File: config.mk
export PLATFORM = sky130hd
export DESIGN_NAME = hx8357_seq
export DESIGN_NICKNAME = d
export VERILOG_FILES = /design/src/rtl/hx8357_pkg.sv /design/src/rtl/hx8357_seq.sv
export SDC_FILE = /design/constraint.sdc
export NUM_CORES = 1
export LEC_CHECK = 0
export ABC_AREA = 0
export CORE_MARGIN = 3
export CORE_UTILIZATION = 52
export CTS_CLUSTER_DIAMETER = 50
export DETAILED_ROUTE_END_ITERATION = 6
export PLACE_DENSITY = 0.72
export SETUP_SLACK_MARGIN = 0.3
export SYNTH_ARGS = -nofsm -noshare
export SYNTH_HDL_FRONTEND = slang
export SYNTH_SLANG_ARGS = --single-unit
export TNS_END_PERCENT = 100
File: constraint.sdc
create_clock -name clk -period 9.36 [get_ports clk]
set_input_delay 1.872 -clock clk [delete_from_list [all_inputs] [get_ports clk]]
set_output_delay 1.872 -clock clk [all_outputs]
set_load 0.05 [all_outputs]
File: src/rtl/hx8357_pkg.sv
// hx8357_pkg: opcodes, pixel-format constant, sequencer states and window byte selector
package hx8357_pkg;
  localparam logic [7:0] SWRESET    = 8'h01;
  localparam logic [7:0] SLPOUT     = 8'h11;
  localparam logic [7:0] COLMOD     = 8'h3A;
  localparam logic [7:0] DISPON     = 8'h29;
  localparam logic [7:0] CASET      = 8'h2A;
  localparam logic [7:0] PASET      = 8'h2B;
  localparam logic [7:0] RAMWR      = 8'h2C;
  localparam logic [7:0] COLMOD_565 = 8'h55;

  typedef enum logic [3:0] {
    ST_INIT_SWRST, ST_WAIT1, ST_INIT_SLPOUT, ST_WAIT2, ST_INIT_COLMOD, ST_INIT_DISPON,
    ST_READY, ST_CASET, ST_PASET, ST_RAMWR, ST_PIX, ST_DONE
  } state_t;

  // Window words 1..4: lo[15:8], lo[7:0], hi[15:8], hi[7:0], zero-extended
  function automatic logic [15:0] win_byte(input logic [15:0] lo, input logic [15:0] hi, input logic [2:0] idx);
    return {8'h00, idx == 3'd1 ? lo[15:8] : idx == 3'd2 ? lo[7:0] : idx == 3'd3 ? hi[15:8] : hi[7:0]};
  endfunction
endpackage

File: src/rtl/hx8357_seq.sv
// hx8357_seq: power-up sequence and rectangular solid fills for an HX8357 write controller
import hx8357_pkg::*;

module hx8357_seq #(
  parameter int H_RES    = 320,
  parameter int V_RES    = 480,
  parameter int WAIT_CYC = 12_000_000
) (
  input  logic        clk,
  input  logic        nres,
  input  logic        start,
  input  logic [15:0] x0,
  input  logic [15:0] x1,
  input  logic [15:0] y0,
  input  logic [15:0] y1,
  input  logic [15:0] color,
  output logic        ready,
  output logic        done,
  output logic        err,
  output logic        cmd,
  output logic        data,
  output logic [15:0] data_in,
  input  logic        transmission_cmpl
);
  localparam int PIX_W  = $clog2(H_RES * V_RES + 1);
  localparam int WAIT_W = $clog2(WAIT_CYC + 1);

  state_t            r_state, w_state_nx;
  logic [2:0]        r_idx, w_idx_nx;
  logic [WAIT_W-1:0] r_wait;
  logic [PIX_W-1:0]  r_pix, w_dx, w_dy, w_n;
  logic [15:0]       r_x0, r_x1, r_y0, r_y1, r_color;
  logic              r_ready, r_done, r_err, r_cmd, r_data;
  logic [15:0]       r_word, w_word_nx;
  logic              w_bad, w_accept, w_wait_end, w_cmd_nx, w_data_nx, w_err_nx;

  assign w_bad      = x1 < x0 || y1 < y0 || int'(x1) >= H_RES || int'(y1) >= V_RES;
  assign w_accept   = r_state == ST_READY && start && !w_bad;
  assign w_err_nx   = r_state == ST_READY && start && w_bad;
  assign w_wait_end = r_wait == WAIT_W'(WAIT_CYC - 1);
  assign w_dx       = PIX_W'(x1) - PIX_W'(x0) + PIX_W'(1);
  assign w_dy       = PIX_W'(y1) - PIX_W'(y0) + PIX_W'(1);
  assign w_n        = w_dx * w_dy;

  always_ff @(posedge clk or negedge nres)
    if (!nres) begin
      r_state <= ST_INIT_SWRST;
      r_idx   <= '0;
    end else begin
      r_state <= w_state_nx;
      r_idx   <= w_idx_nx;
    end

  always_comb begin
    w_state_nx = r_state;
    w_idx_nx   = r_idx;
    case (r_state)
      ST_INIT_SWRST:  if (transmission_cmpl) w_state_nx = ST_WAIT1;
      ST_WAIT1:       if (w_wait_end) w_state_nx = ST_INIT_SLPOUT;
      ST_INIT_SLPOUT: if (transmission_cmpl) w_state_nx = ST_WAIT2;
      ST_WAIT2:       if (w_wait_end) w_state_nx = ST_INIT_COLMOD;
      ST_INIT_COLMOD: if (transmission_cmpl) begin
        w_idx_nx   = r_idx == 3'd1 ? 3'd0 : r_idx + 3'd1;
        w_state_nx = r_idx == 3'd1 ? ST_INIT_DISPON : ST_INIT_COLMOD;
      end
      ST_INIT_DISPON: if (transmission_cmpl) w_state_nx = ST_READY;
      ST_READY:       if (w_accept) w_state_nx = ST_CASET;
      ST_CASET:       if (transmission_cmpl) begin
        w_idx_nx   = r_idx == 3'd4 ? 3'd0 : r_idx + 3'd1;
        w_state_nx = r_idx == 3'd4 ? ST_PASET : ST_CASET;
      end
      ST_PASET:       if (transmission_cmpl) begin
        w_idx_nx   = r_idx == 3'd4 ? 3'd0 : r_idx + 3'd1;
        w_state_nx = r_idx == 3'd4 ? ST_RAMWR : ST_PASET;
      end
      ST_RAMWR:       if (transmission_cmpl) w_state_nx = ST_PIX;
      ST_PIX:         if (transmission_cmpl && r_pix == PIX_W'(1)) w_state_nx = ST_DONE;
      ST_DONE:        w_state_nx = ST_READY;
      default:        w_state_nx = ST_INIT_SWRST;
    endcase
  end

  // Outputs are decoded from the next state so the registered strobes change on the completing edge
  always_comb begin
    w_cmd_nx  = 1'b0;
    w_data_nx = 1'b0;
    w_word_nx = '0;
    case (w_state_nx)
      ST_INIT_SWRST:  begin w_cmd_nx = 1'b1; w_word_nx = {8'h00, SWRESET}; end
      ST_INIT_SLPOUT: begin w_cmd_nx = 1'b1; w_word_nx = {8'h00, SLPOUT}; end
      ST_INIT_COLMOD: begin
        w_cmd_nx  = w_idx_nx == 3'd0;
        w_data_nx = w_idx_nx != 3'd0;
        w_word_nx = {8'h00, w_idx_nx == 3'd0 ? COLMOD : COLMOD_565};
      end
      ST_INIT_DISPON: begin w_cmd_nx = 1'b1; w_word_nx = {8'h00, DISPON}; end
      ST_CASET: begin
        w_cmd_nx  = w_idx_nx == 3'd0;
        w_data_nx = w_idx_nx != 3'd0;
        w_word_nx = w_idx_nx == 3'd0 ? {8'h00, CASET} : win_byte(r_x0, r_x1, w_idx_nx);
      end
      ST_PASET: begin
        w_cmd_nx  = w_idx_nx == 3'd0;
        w_data_nx = w_idx_nx != 3'd0;
        w_word_nx = w_idx_nx == 3'd0 ? {8'h00, PASET} : win_byte(r_y0, r_y1, w_idx_nx);
      end
      ST_RAMWR:       begin w_cmd_nx = 1'b1; w_word_nx = {8'h00, RAMWR}; end
      ST_PIX:         begin w_data_nx = 1'b1; w_word_nx = r_color; end
      default: ;
    endcase
  end

  always_ff @(posedge clk or negedge nres)
    if (!nres) begin
      r_cmd   <= 1'b0;
      r_data  <= 1'b0;
      r_word  <= '0;
      r_ready <= 1'b0;
      r_done  <= 1'b0;
      r_err   <= 1'b0;
    end else begin
      r_cmd   <= w_cmd_nx;
      r_data  <= w_data_nx;
      r_word  <= w_word_nx;
      r_ready <= w_state_nx == ST_READY;
      r_done  <= w_state_nx == ST_DONE;
      r_err   <= w_err_nx;
    end

  always_ff @(posedge clk or negedge nres)
    if (!nres) begin
      r_wait  <= '0;
      r_pix   <= '0;
      r_x0    <= '0;
      r_x1    <= '0;
      r_y0    <= '0;
      r_y1    <= '0;
      r_color <= '0;
    end else begin
      r_wait <= (r_state == ST_WAIT1 || r_state == ST_WAIT2) && !w_wait_end ? r_wait + 1'b1 : '0;
      if (w_accept) begin
        r_x0    <= x0;
        r_x1    <= x1;
        r_y0    <= y0;
        r_y1    <= y1;
        r_color <= color;
        r_pix   <= w_n;
      end else if (r_state == ST_PIX && transmission_cmpl)
        r_pix <= r_pix - 1'b1;
    end

  assign ready   = r_ready;
  assign done    = r_done;
  assign err     = r_err;
  assign cmd     = r_cmd;
  assign data    = r_data;
  assign data_in = r_word;
endmodule
==> impl_metrics.toml, run 1 <==
[yosys]
ys.flop_type = "dfrtp_1"
yosysSeqAreaShare = 0.264
synth_nets = 1963
ys_ff_latch = 150
async_flop_share = 1.00
synth_cell_types = 82
synth_edf_count = 0
syn_inst = 1675
ys_warn_count = 0
synth_area_per_cell_um2 = 8.50
synth.cell_area_um2 = 14200

[timing]
hold_violations = 0
finalCriticalPeriod_ns = 9.33
hold-worst-slack_ns = 0.466
setup_violations = 0
max_freq_mhz = 107
clock_skew_ns = 0.0183
finalCritPeriodShare = 0.996
max_slew_margin = 0.348
rsz0062_at_grt = "yes"
tightest_slew_ns = 0.978
slew_viol_final = 0
layout_setup_ws_ns = 0.0347

[final_layout]
drive_gt1_frac = 0.223
final_util = 0.714
area_growth_pct = 33.0
layout_common_cells = "nand2_1, buf_4, inv_1"
layout.nets = 2293
layout.cells.non_filler = 2353
diodes = 0

[detailed_routing]
drt_pass1_iterations = 5
wirelength_mm = 41.6
postRouteAntennaNets = 0
num_vias = 13100
via_per_inst = 5.58
drtIter0Drc = 939
highest_layer = "met4"
wl_met3_mm = 2.29
drc = 0
wl_met1_mm = 18.1
wl_per_cell_um = 17.7
dr_wl_met2_mm = 20.5

[placed_design]
dpl_worst_slack_ns = -1.03
port_buffers = 104
dpl.cell_count = 2291
dp_hpwl_mm = 31.5
place.gp.congestion = 0.946

[clocking]
insertion_delay_ns = 0.43
root_buffer = "clkbuf_16"
cts_tree = "built"
cts.clk_slew.worst_paths_ns = 0.07
cts_max_level = 4
cts_buffers = 17
clk_path_buf_depth = 2
cts_sinks = 150

[status]
status = "complete, no violations"

[critical_path]
cp_max_fo = 4
crit_required_ns = 9.68
critPathLaunchType = "input port"
crit_slowest_cell = "fa_1"
crit_top_cell = "fa_1"
worstPathArrival_ns = 9.64
cp-end-kind = "flip-flop"
slowest_delay_ns = 0.54
crit_type = "input port to flip-flop"

[floorplanning]
rows = 59
num_io_pins = 105
start_util = 0.537
fp.dieH_um = 171
core_um2 = 26500
fp.dieW_um = 171
die_area_um2 = 29400

[global_route]
grt_max_degree = 79
grt_pass1_vias = 13100
antenna_found_initial = 0
track_usage = 0.280
grt_pass1_wl_mm = 65.5
overflow = 0

[hold_path]
min_path_type = "flip-flop to flip-flop"

[run]
drv_cap = 0
## what timing repair did
action	CTS	global route
pin swaps	11	83
hold buffers	0	0
setup buffers	3	27
setup endpoints to repair	3	5
gates resized for setup	16	186
## critical path, delay by kind of cell
| kind | cells | cell delay (ns) |
|---|---|---|
| compound gates | 2 | 0.53 |
| xor+xnor | 9 | 1.78 |
| fa+ha+maj | 9 | 3.29 |
| buf+inv | 7 | 0.54 |
| mux | 1 | 0.27 |
| simple gates | 4 | 1.39 |
## sequential cells by signal, summed over array words and instances, names as in the netlist, 3 cells and up
| signal | cells |
|---|---|
| data_in | 16 |
| r_color | 16 |
| r_idx | 3 |
| r_pix | 18 |
| r_state | 4 |
| r_wait | 24 |
| r_x0 | 16 |
| r_x1 | 16 |
| r_y0 | 16 |
| r_y1 | 16 |
## area by class of cell
class                           count  area [um2]
Clock buffer                       18         439
Clock inverter                     14         156
Fill cell                        1942        7570
Inverter                          219         825
Multi-Input combinational cell   1257       10200
Sequential cell                   150        3750
Tap cell                          335         419
Timing Repair Buffer              360        3110
## Yosys cell counts (8+ instances only)
| cell | count | share of area |
|---|---|---|
| a211oi_1 | 27 | 0.014 |
| a21o_1 | 11 | 0.0058 |
| a21oi_1 | 59 | 0.021 |
| and2_1 | 45 | 0.020 |
| clkbuf_1 | 44 | 0.012 |
| dfrtp_1 | 150 | 0.26 |
| fa_1 | 111 | 0.16 |
| ha_1 | 93 | 0.082 |
| inv_1 | 217 | 0.057 |
| mux2i_1 | 16 | 0.011 |
| nand2_1 | 245 | 0.065 |
| nand2b_1 | 21 | 0.0092 |
| nand3_1 | 30 | 0.011 |
| nand4_1 | 17 | 0.0075 |
| nor2_1 | 176 | 0.046 |
| nor2b_1 | 21 | 0.0092 |
| nor3_1 | 19 | 0.0067 |
| nor4_1 | 12 | 0.0053 |
| o211ai_1 | 8 | 0.0042 |
| o21a_1 | 9 | 0.0047 |
| o21ai_0 | 88 | 0.031 |
| or2_2 | 12 | 0.0053 |
| or3_1 | 8 | 0.0035 |
| xnor2_1 | 71 | 0.044 |
| xor2_1 | 46 | 0.028 |
## metal layers
layer | up-vias | global-route usage
met5 | - | 0
met4 | 0 | 0.0560
met3 | 66 | 0.0393
met2 | 470 | 0.482
met1 | 6442 | 0.380
li1 | 6140 | -
## cells by family (layout without fill, tap and decap cells)
family | Yosys count | count (layout) | share of synthesized area
mux | 20 | 20 | 0.0144
buf+inv | 268 | 611 | 0.0708
xor+xnor | 124 | 124 | 0.0831
compound gates | 263 | 263 | 0.117
fa+ha+maj | 204 | 204 | 0.238
simple gates | 646 | 646 | 0.213
flops | 150 | 150 | 0.264
## metrics by stage
step                      setup TNS, ns  area, um2
after floorplan                 -0.0775      14300
after detailed placement          -1.57      17300
after CTS                        -0.420      18000
final                                 0      18900
after global routing             -0.235      18900
after global placement            -1.33      17300
## path summary, 6_finish.rpt
check	endpoint	slack (ns)	cells past startpoint	startpoint
worst max-delay path	r_pix[17]	0.03	32	y1[0]
worst min-delay path	r_color[9]	0.47	2	r_color[9]
worst max register to register	data_in[6]	5.48	14	r_state[3]
worst min register to register	r_color[9]	0.47	2	r_color[9]
max in group asynchronous	r_pix[11]	6.48	2	nres
min in group asynchronous	r_color[6]	1.44	1	nres
Power of run 1 is not shown: default switching activity piles up to over one toggle a cycle in this logic, so the estimate is an artifact.
==> run 2: changes to the inputs <==
Settings changed: CAP_MARGIN set to 20.
==> results of run 2 <==
The final DEF is identical to that of run 1; final timing and power are the same.
Power of run 2 is left out for the same reason.
==> run 3: changes to the inputs <==
Settings changed: CORE_UTILIZATION 52 to 61, PLACE_DENSITY 0.72 to 0.83.
Clock period 9.36 ns to 10.1 ns, I/O delays scaled along.
==> impl_metrics.toml, run 3 (same netlist as run 1, synthesis figures left out) <==
[global_route]
grt_max_degree = 78
grt_pass1_vias = 13500
track_usage = 0.329
grt_pass1_wl_mm = 67.5
antenna_found_initial = 2
overflow = 0

[clocking]
cts_max_level = 4
cts_tree = "built"
cts.clk_slew.worst_paths_ns = 0.07
insertion_delay_ns = 0.43
clk_path_buf_depth = 2
cts_buffers = 17
cts_sinks = 150
hold_buffers = 0
root_buffer = "clkbuf_16"

[final_layout]
largest-register = "r_wait"
drive_gt1_frac = 0.190
area_growth_pct = 28.3
fillCellCount = 1352
multi_input_area_um2 = 10200
layout_commonest_cell = "nand2_1"
layout.nets = 2230
seqCellArea_um2 = 3750
layout_common_cells = "nand2_1, inv_1, buf_4"
largestRegisters = "r_wait (24), r_pix (18)"
largest_reg_flops = 24

[timing]
tns_ns = 0
max_slew_margin = 0.353
hold-worst-slack_ns = 0.468
tightest_slew_ns = 0.970
max_freq_mhz = 104
clock_skew_ns = 0.0142
rsz0062_at_grt = "no"
layout_setup_ws_ns = 0.501
finalCriticalPeriod_ns = 9.60
setup_violations = 0
hold_violations = 0
finalCritPeriodShare = 0.950
slew_viol_final = 0

[detailed_routing]
postRouteAntennaNets = 0
num_vias = 13300
drc = 0
wirelength_mm = 42.5
drtIter0Drc = 1343
via_per_inst = 5.88
drt_pass1_iterations = 6
wl_per_cell_um = 18.8

[hold_path]
min_path_type = "flip-flop to flip-flop"
hold_depth = 2

[critical_path]
crit_slowest_cell = "fa_1"
reg2reg_depth = 13
cp_max_fo = 4
cp-end-kind = "flip-flop"
slowest_delay_ns = 0.54
critPathLaunchType = "input port"
crit_required_ns = 10.42
crit_type = "input port to flip-flop"
worstPathArrival_ns = 9.92

[placed_design]
place.gp.congestion = 1.00
dpl_worst_slack_ns = -0.660
dp_hpwl_mm = 30.6
port_buffers = 104

[floorplanning]
fp.dieH_um = 159
die_area_um2 = 25200
core_um2 = 22800
rows = 55
fp.dieW_um = 159
num_io_pins = 105
start_util = 0.625

[run]
drv_cap = 0

[status]
status = "complete, no violations"
-- run 3: changes by cell type in the layout (fill, tap and decap cells not counted), sizes merged --
cell and delta:
buf -66, dlymetal6s2s -29, dlygate4sd2 +21, clkdlybuf4s50 +11, clkbuf -3, clkdlybuf4s15 +2, diode +1, inv +1
-- run 3: repair_timing --
item	in CTS	in global routing
pin swaps	60	41
gates resized for setup	125	37
setup endpoints to repair	1	1
setup buffers	25	3
hold endpoints to repair	0	0
-- run 3: final timing paths --
kind                             startpoint     endpoint  slack (ns)
min in group asynchronous              nres   r_color[5]        1.59
worst max-delay path                  y1[0]    r_pix[17]        0.50
worst min register to register  r_color[13]  r_color[13]        0.47
max in group asynchronous              nres   r_wait[19]        7.07
worst max register to register   r_state[1]   data_in[1]        6.29
worst min-delay path            r_color[13]  r_color[13]        0.47
-- run 3: final cells by class --
cell class / instances / area share
Clock buffer: 17 / 0.0233
Clock inverter: 15 / 0.00993
Tap cell: 313 / 0.0214
Antenna cell: 1 / 0.000137
Inverter: 219 / 0.0450
Multi-Input combinational cell: 1257 / 0.557
Sequential cell: 150 / 0.205
Timing Repair Buffer: 297 / 0.138
-- run 3: metal layers --
layer | track usage | vias up | wire length, um
met4 | 0.123 | 0 | 1810
met2 | 0.570 | 717 | 20900
met3 | 0.0535 | 167 | 3620
li1 | - | 6008 | -
met1 | 0.418 | 6453 | 16300
met5 | 0 | - | 0
-- run 3: critical path, delay by kind of cell --
kind                       cells  cell delay (ns)
adders and majority gates     10             3.63
and+or+nand+nor                8             1.36
buffers and inverters         10             0.95
xor gates and xnor gates       3             0.87
AOI/OAI and AO/OA              5             0.80
muxes                          1             0.27
-- run 3: through the flow --
stage	util	instances	cell area, um2
after detailed placement	0.737	2207	16800
after global routing	0.802	2269	18300
final	0.802	2269	18300
after global placement	0.737	2207	16800
after CTS	0.792	2264	18000
after floorplan	-	1675	14300
Power of run 3 is left out for the same reason.
